--- src/rtl/ps2_rx_fifo.sv ---
`timescale 1ns/1ps
// ps2_rx_fifo
// PS/2 device-to-host receiver feeding a first-word-fall-through FIFO.
// Raw lines are synchronised and glitch-filtered, 11-bit frames
// (start, 8 data LSB first, odd parity, stop) are decoded and each
// completed byte is stored together with its parity-error flag.
// When the FIFO is nearly full the receiver can hold the keyboard off
// by pulling the PS/2 clock low between frames.
//
// Ports
//   clk         system clock
//   reset       asynchronous reset, active low
//   ps2_clk     raw PS/2 clock line
//   ps2_data    raw PS/2 data line
//   ps2_clk_oe  1 = drive PS/2 clock low (open-drain inhibit)
//   rx_data     byte at the FIFO head (0 when empty)
//   rx_perr     parity error flag stored with the head byte
//   rx_valid    FIFO not empty
//   rx_ready    consumer accepts the head entry
//   frame_err   one-cycle pulse: bad stop bit or timeout
//   overflow    one-cycle pulse: completed byte dropped, FIFO full
//   fifo_count  current occupancy
module ps2_rx_fifo #(
  parameter int FILTER_LEN  = 8,
  parameter int TIMEOUT_CYC = 100000,
  parameter int FIFO_DEPTH  = 16,
  parameter int INHIBIT_EN  = 1
) (
  input  logic                          clk,
  input  logic                          reset,
  input  logic                          ps2_clk,
  input  logic                          ps2_data,
  output logic                          ps2_clk_oe,
  output logic [7:0]                    rx_data,
  output logic                          rx_perr,
  output logic                          rx_valid,
  input  logic                          rx_ready,
  output logic                          frame_err,
  output logic                          overflow,
  output logic [$clog2(FIFO_DEPTH):0]   fifo_count
);

  localparam int AW  = $clog2(FIFO_DEPTH);
  localparam int CW  = AW + 1;
  localparam int FCW = $clog2(FILTER_LEN + 1);
  localparam int TW  = $clog2(TIMEOUT_CYC + 1);

  typedef enum logic [1:0] {IDLE, DATA, PARITY, STOP} state_t;

  // ---------------------------------------------------------------
  // Input conditioning: bit 0 = clock line, bit 1 = data line
  // ---------------------------------------------------------------
  logic [1:0] raw;
  logic [1:0] filt;

  assign raw = {ps2_data, ps2_clk};

  genvar gi;
  generate
    for (gi = 0; gi < 2; gi++) begin : g_line
      logic           s1_reg;
      logic           s2_reg;
      logic           filt_reg;
      logic [FCW-1:0] cnt_reg;

      // The filtered level only moves once the synchronised value has
      // disagreed with it for FILTER_LEN consecutive samples.
      always_ff @(posedge clk or negedge reset) begin
        if (!reset) begin
          s1_reg   <= 1'b1;
          s2_reg   <= 1'b1;
          filt_reg <= 1'b1;
          cnt_reg  <= '0;
        end else begin
          s1_reg <= raw[gi];
          s2_reg <= s1_reg;
          if (s2_reg == filt_reg) begin
            cnt_reg <= '0;
          end else if (cnt_reg == FCW'(FILTER_LEN - 1)) begin
            filt_reg <= s2_reg;
            cnt_reg  <= '0;
          end else begin
            cnt_reg <= cnt_reg + 1'b1;
          end
        end
      end

      assign filt[gi] = filt_reg;
    end
  endgenerate

  logic clk_prev_reg;
  logic oe_reg;
  logic oe_next;
  logic sample_ev;
  logic sample_bit;

  // Falling edge of the filtered clock; masked while we hold the line low.
  assign sample_ev  = clk_prev_reg & ~filt[0] & ~oe_reg;
  assign sample_bit = filt[1];

  // ---------------------------------------------------------------
  // Frame decoder
  // ---------------------------------------------------------------
  state_t        state_reg, state_next;
  logic [7:0]    byte_reg, byte_next;
  logic [2:0]    bitcnt_reg, bitcnt_next;
  logic          perr_reg, perr_next;
  logic [TW-1:0] tcnt_reg, tcnt_next;
  logic          push_reg, push_next;
  logic [8:0]    word_reg, word_next;
  logic          ferr_reg, ferr_next;

  always_ff @(posedge clk or negedge reset) begin
    if (!reset) begin
      clk_prev_reg <= 1'b1;
      state_reg    <= IDLE;
      byte_reg     <= '0;
      bitcnt_reg   <= '0;
      perr_reg     <= 1'b0;
      tcnt_reg     <= '0;
      push_reg     <= 1'b0;
      word_reg     <= '0;
      ferr_reg     <= 1'b0;
    end else begin
      clk_prev_reg <= filt[0];
      state_reg    <= state_next;
      byte_reg     <= byte_next;
      bitcnt_reg   <= bitcnt_next;
      perr_reg     <= perr_next;
      tcnt_reg     <= tcnt_next;
      push_reg     <= push_next;
      word_reg     <= word_next;
      ferr_reg     <= ferr_next;
    end
  end

  always_comb begin
    state_next  = state_reg;
    byte_next   = byte_reg;
    bitcnt_next = bitcnt_reg;
    perr_next   = perr_reg;
    tcnt_next   = tcnt_reg + 1'b1;
    push_next   = 1'b0;
    word_next   = word_reg;
    ferr_next   = 1'b0;

    if (state_reg == IDLE) begin
      tcnt_next = '0;
      if (sample_ev && !sample_bit) begin
        state_next  = DATA;
        bitcnt_next = '0;
      end
    end else if (sample_ev) begin
      tcnt_next = '0;
      case (state_reg)
        DATA: begin
          byte_next   = {sample_bit, byte_reg[7:1]};
          bitcnt_next = bitcnt_reg + 1'b1;
          if (bitcnt_reg == 3'd7) begin
            state_next = PARITY;
          end
        end
        PARITY: begin
          // Odd parity: data ones plus parity bit must be odd.
          perr_next  = ~(^byte_reg ^ sample_bit);
          state_next = STOP;
        end
        STOP: begin
          if (sample_bit) begin
            push_next = 1'b1;
            word_next = {perr_reg, byte_reg};
          end else begin
            ferr_next = 1'b1;
          end
          state_next = IDLE;
        end
        default: state_next = IDLE;
      endcase
    end else if (tcnt_reg == TW'(TIMEOUT_CYC - 1)) begin
      ferr_next  = 1'b1;
      tcnt_next  = '0;
      state_next = IDLE;
    end
  end

  // ---------------------------------------------------------------
  // FIFO (first-word-fall-through)
  // ---------------------------------------------------------------
  logic [8:0]    mem [FIFO_DEPTH];
  logic [AW-1:0] wr_ptr_reg;
  logic [AW-1:0] rd_ptr_reg;
  logic [CW-1:0] count_reg;
  logic          ovf_reg;
  logic          full;
  logic          pop;
  logic          wr_en;
  logic [8:0]    head;

  assign full  = (count_reg == CW'(FIFO_DEPTH));
  assign pop   = rx_valid & rx_ready;
  // A simultaneous pop frees the slot, so a full FIFO still accepts.
  assign wr_en = push_reg & (~full | pop);
  assign head  = mem[rd_ptr_reg];

  always_ff @(posedge clk) begin
    if (wr_en) begin
      mem[wr_ptr_reg] <= word_reg;
    end
  end

  always_ff @(posedge clk or negedge reset) begin
    if (!reset) begin
      wr_ptr_reg <= '0;
      rd_ptr_reg <= '0;
      count_reg  <= '0;
      ovf_reg    <= 1'b0;
      oe_reg     <= 1'b0;
    end else begin
      if (wr_en) begin
        wr_ptr_reg <= wr_ptr_reg + 1'b1;
      end
      if (pop) begin
        rd_ptr_reg <= rd_ptr_reg + 1'b1;
      end
      case ({wr_en, pop})
        2'b10:   count_reg <= count_reg + 1'b1;
        2'b01:   count_reg <= count_reg - 1'b1;
        default: count_reg <= count_reg;
      endcase
      ovf_reg <= push_reg & full & ~pop;
      oe_reg  <= oe_next;
    end
  end

  // Inhibit only starts between frames; release as soon as room returns.
  always_comb begin
    oe_next = 1'b0;
    if (INHIBIT_EN != 0) begin
      oe_next = oe_reg;
      if (state_reg == IDLE && count_reg >= CW'(FIFO_DEPTH - 1)) begin
        oe_next = 1'b1;
      end else if (count_reg < CW'(FIFO_DEPTH - 1)) begin
        oe_next = 1'b0;
      end
    end
  end

  assign rx_valid   = (count_reg != '0);
  assign rx_data    = rx_valid ? head[7:0] : 8'h00;
  assign rx_perr    = rx_valid & head[8];
  assign fifo_count = count_reg;
  assign frame_err  = ferr_reg;
  assign overflow   = ovf_reg;
  assign ps2_clk_oe = oe_reg;

endmodule

--- config.mk ---
export PLATFORM = sky130hd
export DESIGN_NAME = ps2_rx_fifo
export DESIGN_NICKNAME = d
export VERILOG_FILES = /design/src/rtl/ps2_rx_fifo.sv
export SDC_FILE = /design/constraint.sdc
export NUM_CORES = 1
export LEC_CHECK = 0
export CORE_MARGIN = 10
export CORE_UTILIZATION = 53
export DETAILED_ROUTE_END_ITERATION = 8
export PLACE_DENSITY = 0.73
export SLEW_MARGIN = 20
export SYNTH_ARGS = -nofsm -noshare
export SYNTH_HDL_FRONTEND = slang
export SYNTH_SLANG_ARGS = --single-unit
--- constraint.sdc ---
create_clock -name clk -period 2.1 [get_ports clk]
set_clock_uncertainty 0.15 [all_clocks]
set_input_delay 0.42 -clock clk [delete_from_list [all_inputs] [get_ports clk]]
set_output_delay 0.42 -clock clk [all_outputs]
set_load 0.005 [all_outputs]
## Word-level counts from Yosys, hierarchy flattened

Memories as Yosys holds them, arrays and structs flattened.
Cells that the tools add are included.
W data, S select, Z words.

- Register bits after elaboration: 72
- Latch bits: 0
- Bits in writable memories: 144
- Memory bits (read-only): 0
- Input port bits: 5
- Output and inout bits: 18
- Word-level logic and storage cells: 114
- Memories: 1

Memories:

| memory | depth | bits a word | read ports | clocked after memory_dff | wr ports | RTL line | text |
|---|---|---|---|---|---|---|---|
| mem | 16 | 9 | 1 | 0 | 1 | 190 | `logic [8:0] mem [FIFO_DEPTH];` |

- Add/subtract/negate cells: 8
- Multiply operators: 0
- Divide/modulo/power cells: 0
- $lt $le $gt $ge: 2
- Equality and inequality tests: 14
- Shifts and indexed selects: 0
- Muxes and demuxes: 32
- Bitwise operators: 17
- Reductions and logical operators: 18

Operators by type and width:

| cell | number |
|---|---|
| $mux W17 | 3 |
| $add A17 B1 Y17 const B | 1 |
| $eq A17 B17 Y1 const B | 1 |
| $add A4 B1 Y4 const B | 4 |
| $mux W4 | 4 |
| $mux W1 | 13 |
| $mux W3 | 4 |
| $reduce_and A3 Y1 | 4 |
| $mux W2 | 5 |
| $pmux W5 S2 | 1 |
| $eq A4 B3 Y1 const B | 2 |
| $mux W8 | 1 |
| $not A1 Y1 | 8 |
| $reduce_bool A2 Y1 | 4 |
| $reduce_xor A8 Y1 | 1 |
| $and A1 B1 Y1 | 7 |
| $eq A2 B2 Y1 const B | 3 |
| $add A5 B1 Y5 const B | 1 |
| $eq A5 B5 Y1 const B | 1 |
| $ge A5 B4 Y1 const B | 1 |
| $lt A5 B4 Y1 const B | 1 |
| $reduce_bool A5 Y1 | 1 |
| $sub A5 B1 Y5 const B | 1 |
| $eq A2 B1 Y1 const B | 2 |
| other kinds (14) | 17 |

## Logic depth before layout (Yosys ltp)

- Word-level depth: 6
- Depth in mapped cells: 9
- Mapped depth without buffers: 8

## Worst setup path after synthesis

OpenSTA, ideal clock, no wires.

- Path type: flip-flop to flip-flop
- Start: register count_reg[1] (netlist: fifo_count[1])
- End: register count_reg[4] (netlist: fifo_count[4])
- Setup time: 125 ps
- Arrival time: 2011 ps
- Data required time: 1825 ps
- Slack: -186 ps
- Stages on the path, launching flop included: 10
- Path buffers: 1
- Period minus slack after synthesis: 2286 ps
- Cell sequence: dfrtp_1 -> buf_6 -> nor4_4 -> a21oi_1 -> xor2_1 -> ha_1 -> o31a_1 -> nor4_1 -> o21ai_0 -> xnor2_1

- Word-level cells in the longest chain between the ends: 6
- Elaborated cells between the ends (all ways): 12
- Those cells by class: 2 x add/sub; 3 x eq/ne; 1 x mux; 4 x bitwise; 2 x reduce/logical

Ends and longest elaborated chain:

| what | RTL line | text |
|---|---|---|
| start: declaration | 193 | `logic [CW-1:0] count_reg;` |
| start signal: assignment | 227 | `2'b10: count_reg <= count_reg + 1'b1;` |
| start signal: assignment | 228 | `2'b01: count_reg <= count_reg - 1'b1;` |
| start signal: assignment | 229 | `default: count_reg <= count_reg;` |
| $reduce_bool A5 Y1 or $eq A5 B5 Y1 (tied branches) | 249, 200 |  |
| $and A1 B1 Y1 or $not A1 Y1 (tied branches) | 201, 203 |  |
| $or A1 B1 Y1 | 203 | `assign wr_en = push_reg & (~full \| pop);` |
| $and A1 B1 Y1 | 203 |  |
| $eq A2 B1 Y1 or $eq A2 B2 Y1 (tied branches) | 226 | `case ({wr_en, pop})` |
| $pmux W5 S2 or $reduce_bool A2 Y1 (tied branches) | -- |  |

Several ways; a longest one is shown, not always the timed one.
A chain may end at the register's enable or synchronous reset.

## Worst setup path in the final report

- Start: register rd_ptr_reg[0]
- End: output port rx_data[0]

- Word-level cells in the longest chain between the ends: 2

Ends and longest elaborated chain:

| what | RTL line | text |
|---|---|---|
| start: declaration | 192 | `logic [AW-1:0] rd_ptr_reg;` |
| start signal: assignment | 224 | `rd_ptr_reg <= rd_ptr_reg + 1'b1;` |
| $mem_v2 Z16 W9 | -- |  |
| $mux W8 | 250 | `assign rx_data = rx_valid ? head[7:0] : 8'h00;` |
| end: declaration | 34 | `output logic [7:0] rx_data,` |

Every way passes these cells.

==> results.toml <==
[yosys]
synthArstFlopShare_pct = 33.3
syn_nets = 560
synth-edff-count = 144
synth_mux_area_share_pct = 11.9
syn_inst = 539
syn_area_per_cell_um2 = 16.5
ys_ff_latch = 216
synth_top_family_by_area = "multiplexers"
synthAdderAreaFrac_pct = 2.25
ys.flop_type = "edfxtp_1"
netlist_area_um2 = 8880
synth_xor_area_share_pct = 3.65
synth_seq_area_share_pct = 69.1
ys_warn_count = 0
synth-simple-area-share_pct = 7.58
synth_compound_area_share_pct = 3.89
yosysUniqueCellTypes = 46

[timing]
hold_slack_ns = 0.173
slew_violations = 0
relSlewSlack_pct = 57.0
setup_ws_ns = -0.649
setup_viol = 87
finalSetupTns_ns = -10.71
finalCriticalPeriod_ns = 2.75
period_share_pct = 131
worstMarginPinSlew_ns = 0.645
finalHoldViolCount = 0
rsz0062_at_grt = "true"
max_freq_mhz = 364

[power]
leakagePower_nw = 4.16
worst_ir_drop_vdd_uv = 761
powerDensity_nw_per_um2 = 1130

[finish]
syn2layout_area_growth_pct = 26.1
fin_area_um2 = 11200
nets = 667
diodes = 0
largest_reg_flops = 144
layout.cells.non_filler = 883
fill_cells = 1026
drive_gt1_share_pct = 38.6

[place]
numPortBuffers = 22
dp.cells = 819
placed_area_um2 = 9950
dp_hpwl_um = 11800
gp_congestion = 0.803

[drt]
ant_nets = 0
wire_per_inst_um = 23.0
drt_iter0_drc = 432
drc_errors = 0
finalWirelength_um = 20300
viasPerCell = 5.82
num_vias = 5135
drt-pass1-iter-count = 5

[clock_tree]
path_clk_slew_ns = 0.06
cts_sinks = 216
cts_htree_levels = 1
clk_path_buf_depth = 3
insertion_delay_ns = 0.50
cts_buffers = 23
cts_tree = "built"
cts-root-buf = "clkbuf_16"

[setup_path]
cp-end-kind = "primary output"
required_ns = 1.53
cp.arrival_ns = 2.18
path_class = "register to primary output"
critPathLaunchType = "register"
cp_max_fo = 6

[floorplanning]
io_pins = 23
row_count = 47
die_area_um2 = 22300
core_area_um2 = 16500
dieHeight_um = 149
start_util_pct = 53.8
die_x_um = 149

[outcome]
violations = "setup timing"
status = "finished, violations left"

[worst_hold_path]
hp-class = "input pin to register"

[grt]
grt_pass1_vias = 5403
grt_util_all_layers_pct = 17.7
grt_pass1_wl_um = 30800
grt_max_degree = 42
antenna_found_initial = 0
grt-ovfl-total = 0

[job]
cap_violations = 0
==> final timing paths <==
check                                        to  depth (start not counted)             start  slack, ns
setup reg to reg                  fifo_count[4]                          9     fifo_count[2]      -0.17
hold reg to reg                g_line[0].s2_reg                          0  g_line[0].s1_reg       0.21
setup / recovery                     rx_data[0]                          7     rd_ptr_reg[0]      -0.65
hold / removal                 g_line[0].s1_reg                          1           ps2_clk       0.17
max in group asynchronous           byte_reg[5]                          3             reset       0.82
min in group asynchronous  g_line[0].cnt_reg[2]                          2             reset       0.29
==> layer usage <==
metal / up-vias / part of all wire (%) / global-route usage, %
met5: - / 0 / 0
met1: 2570 / 37 / 21.7
met3: 54 / 6.9 / 3.05
li1: 2290 / - / -
met2: 221 / 52 / 31.4
met4: 0 / 3.2 / 5.45
==> Yosys cell counts (2+ instances only) <==
cell type	n	area [um2]
a22oi_1	18	135
xnor2_1	23	201
dfrtp_1	65	1630
and4_1	2	17.5
xor2_1	14	123
edfxtp_1	144	4320
mux2i_1	2	20.0
and2_1	11	68.8
or3_1	2	12.5
nand3_1	9	45.0
mux2_2	19	214
or2_2	2	12.5
ha_1	16	200
o21ai_0	9	45.0
nor2b_1	9	56.3
mux4_2	36	811
nor4_1	5	31.3
and3_1	3	18.8
nor2_1	34	128
nand4_1	7	43.8
buf_2	6	30.0
clkbuf_1	9	33.8
inv_1	14	52.6
nor3_1	7	35.0
nor3b_1	2	15.0
nor4bb_1	2	20.0
dfstp_2	7	184
nand2_1	22	82.6
buf_4	2	15.0
a31oi_1	5	31.3
a21oi_1	17	85.1
a32oi_1	2	17.5
==> cell families after synthesis <==
logic type      count (synthesis)
compound gates                 55
xor+xnor                       37
fa+ha+maj                      16
buf+inv                        33
flops                         216
mux                            58
simple gates                  124
==> power breakdown <==
| group | switching, mW | internal [mW] | total (mW) |
|---|---|---|---|
| Clock | 1.62 | 2.38 | 4.00 |
| Combinational | 1.75 | 1.92 | 3.67 |
| Sequential | 0.257 | 4.76 | 5.02 |
==> area by class of cell <==
| type | instances | area (um2) | share of cell area (%) |
|---|---|---|---|
| Tap cell | 220 | 275 | 2.46 |
| Clock buffer | 30 | 632 | 5.64 |
| Sequential cell | 216 | 6140 | 54.8 |
| Multi-Input combinational cell | 298 | 3030 | 27.1 |
| Timing Repair Buffer | 93 | 945 | 8.44 |
| Inverter | 14 | 52.6 | 0.469 |
| Clock inverter | 12 | 123 | 1.09 |
==> timing repair <==
item	4_1_cts	5_1_grt
cloned	4	9
setup endpoints to repair	98	170
hold endpoints to repair	35	0
hold buffers	1	0
resized for setup	100	56
buffers inserted	13	10
pin swaps	29	28
==> critical path, cell delays in order (launching register included) <==
cell and delay, ns:
dfrtp_2 0.38, buf_12 0.15, buf_12 0.11, buf_12 0.10
mux4_2 0.53, a22oi_2 0.20, a21oi_2 0.07, buf_2 0.13
==> metrics by stage <==
step / utilization (%) / worst slack [ns] / total power [mW]
3_3_place_gp: 60.2 / -0.402 / 7.97
3_5_place_dp: 60.2 / -0.448 / 8.06
6_report: 67.8 / -0.649 / 12.7
5_1_grt: 67.8 / -0.709 / 13.2
2_1_floorplan: - / -0.186 / 6.79
4_1_cts: 66.5 / -0.669 / 12.5
==> cells in the final DEF, fill, tap and decap left out, types with 3 or more instances in the layout <==
| cell type | synthesis | routed |
|---|---|---|
| dlygate4sd2_1 | 0 | 4 |
| clkinv_2 | 0 | 4 |
| dfstp_2 | 7 | 7 |
| clkbuf_8 | 0 | 3 |
| nand3_1 | 9 | 8 |
| buf_12 | 0 | 12 |
| a31oi_1 | 5 | 5 |
| o21ai_0 | 9 | 8 |
| edfxtp_1 | 144 | 144 |
| clkdlybuf4s50_1 | 0 | 6 |
| and2_4 | 0 | 18 |
| a21oi_1 | 17 | 8 |
| nor2_4 | 0 | 4 |
| mux4_2 | 36 | 36 |
| a22oi_2 | 0 | 18 |
| a21oi_2 | 0 | 9 |
| dfrtp_1 | 65 | 63 |
| inv_1 | 14 | 13 |
| buf_6 | 1 | 19 |
| clkbuf_16 | 0 | 23 |
| nor4_4 | 1 | 6 |
| xnor2_1 | 23 | 22 |
| nand4_1 | 7 | 7 |
| nor2_1 | 34 | 30 |
| nor2b_1 | 9 | 9 |
| nand2_1 | 22 | 21 |
| ha_1 | 16 | 14 |
| nor3_1 | 7 | 6 |
| buf_4 | 2 | 40 |
| buf_2 | 6 | 9 |
| xor2_1 | 14 | 13 |
| clkbuf_1 | 9 | 4 |
| mux2_2 | 19 | 19 |
Note: power is estimated with default switching activity, not from simulation.
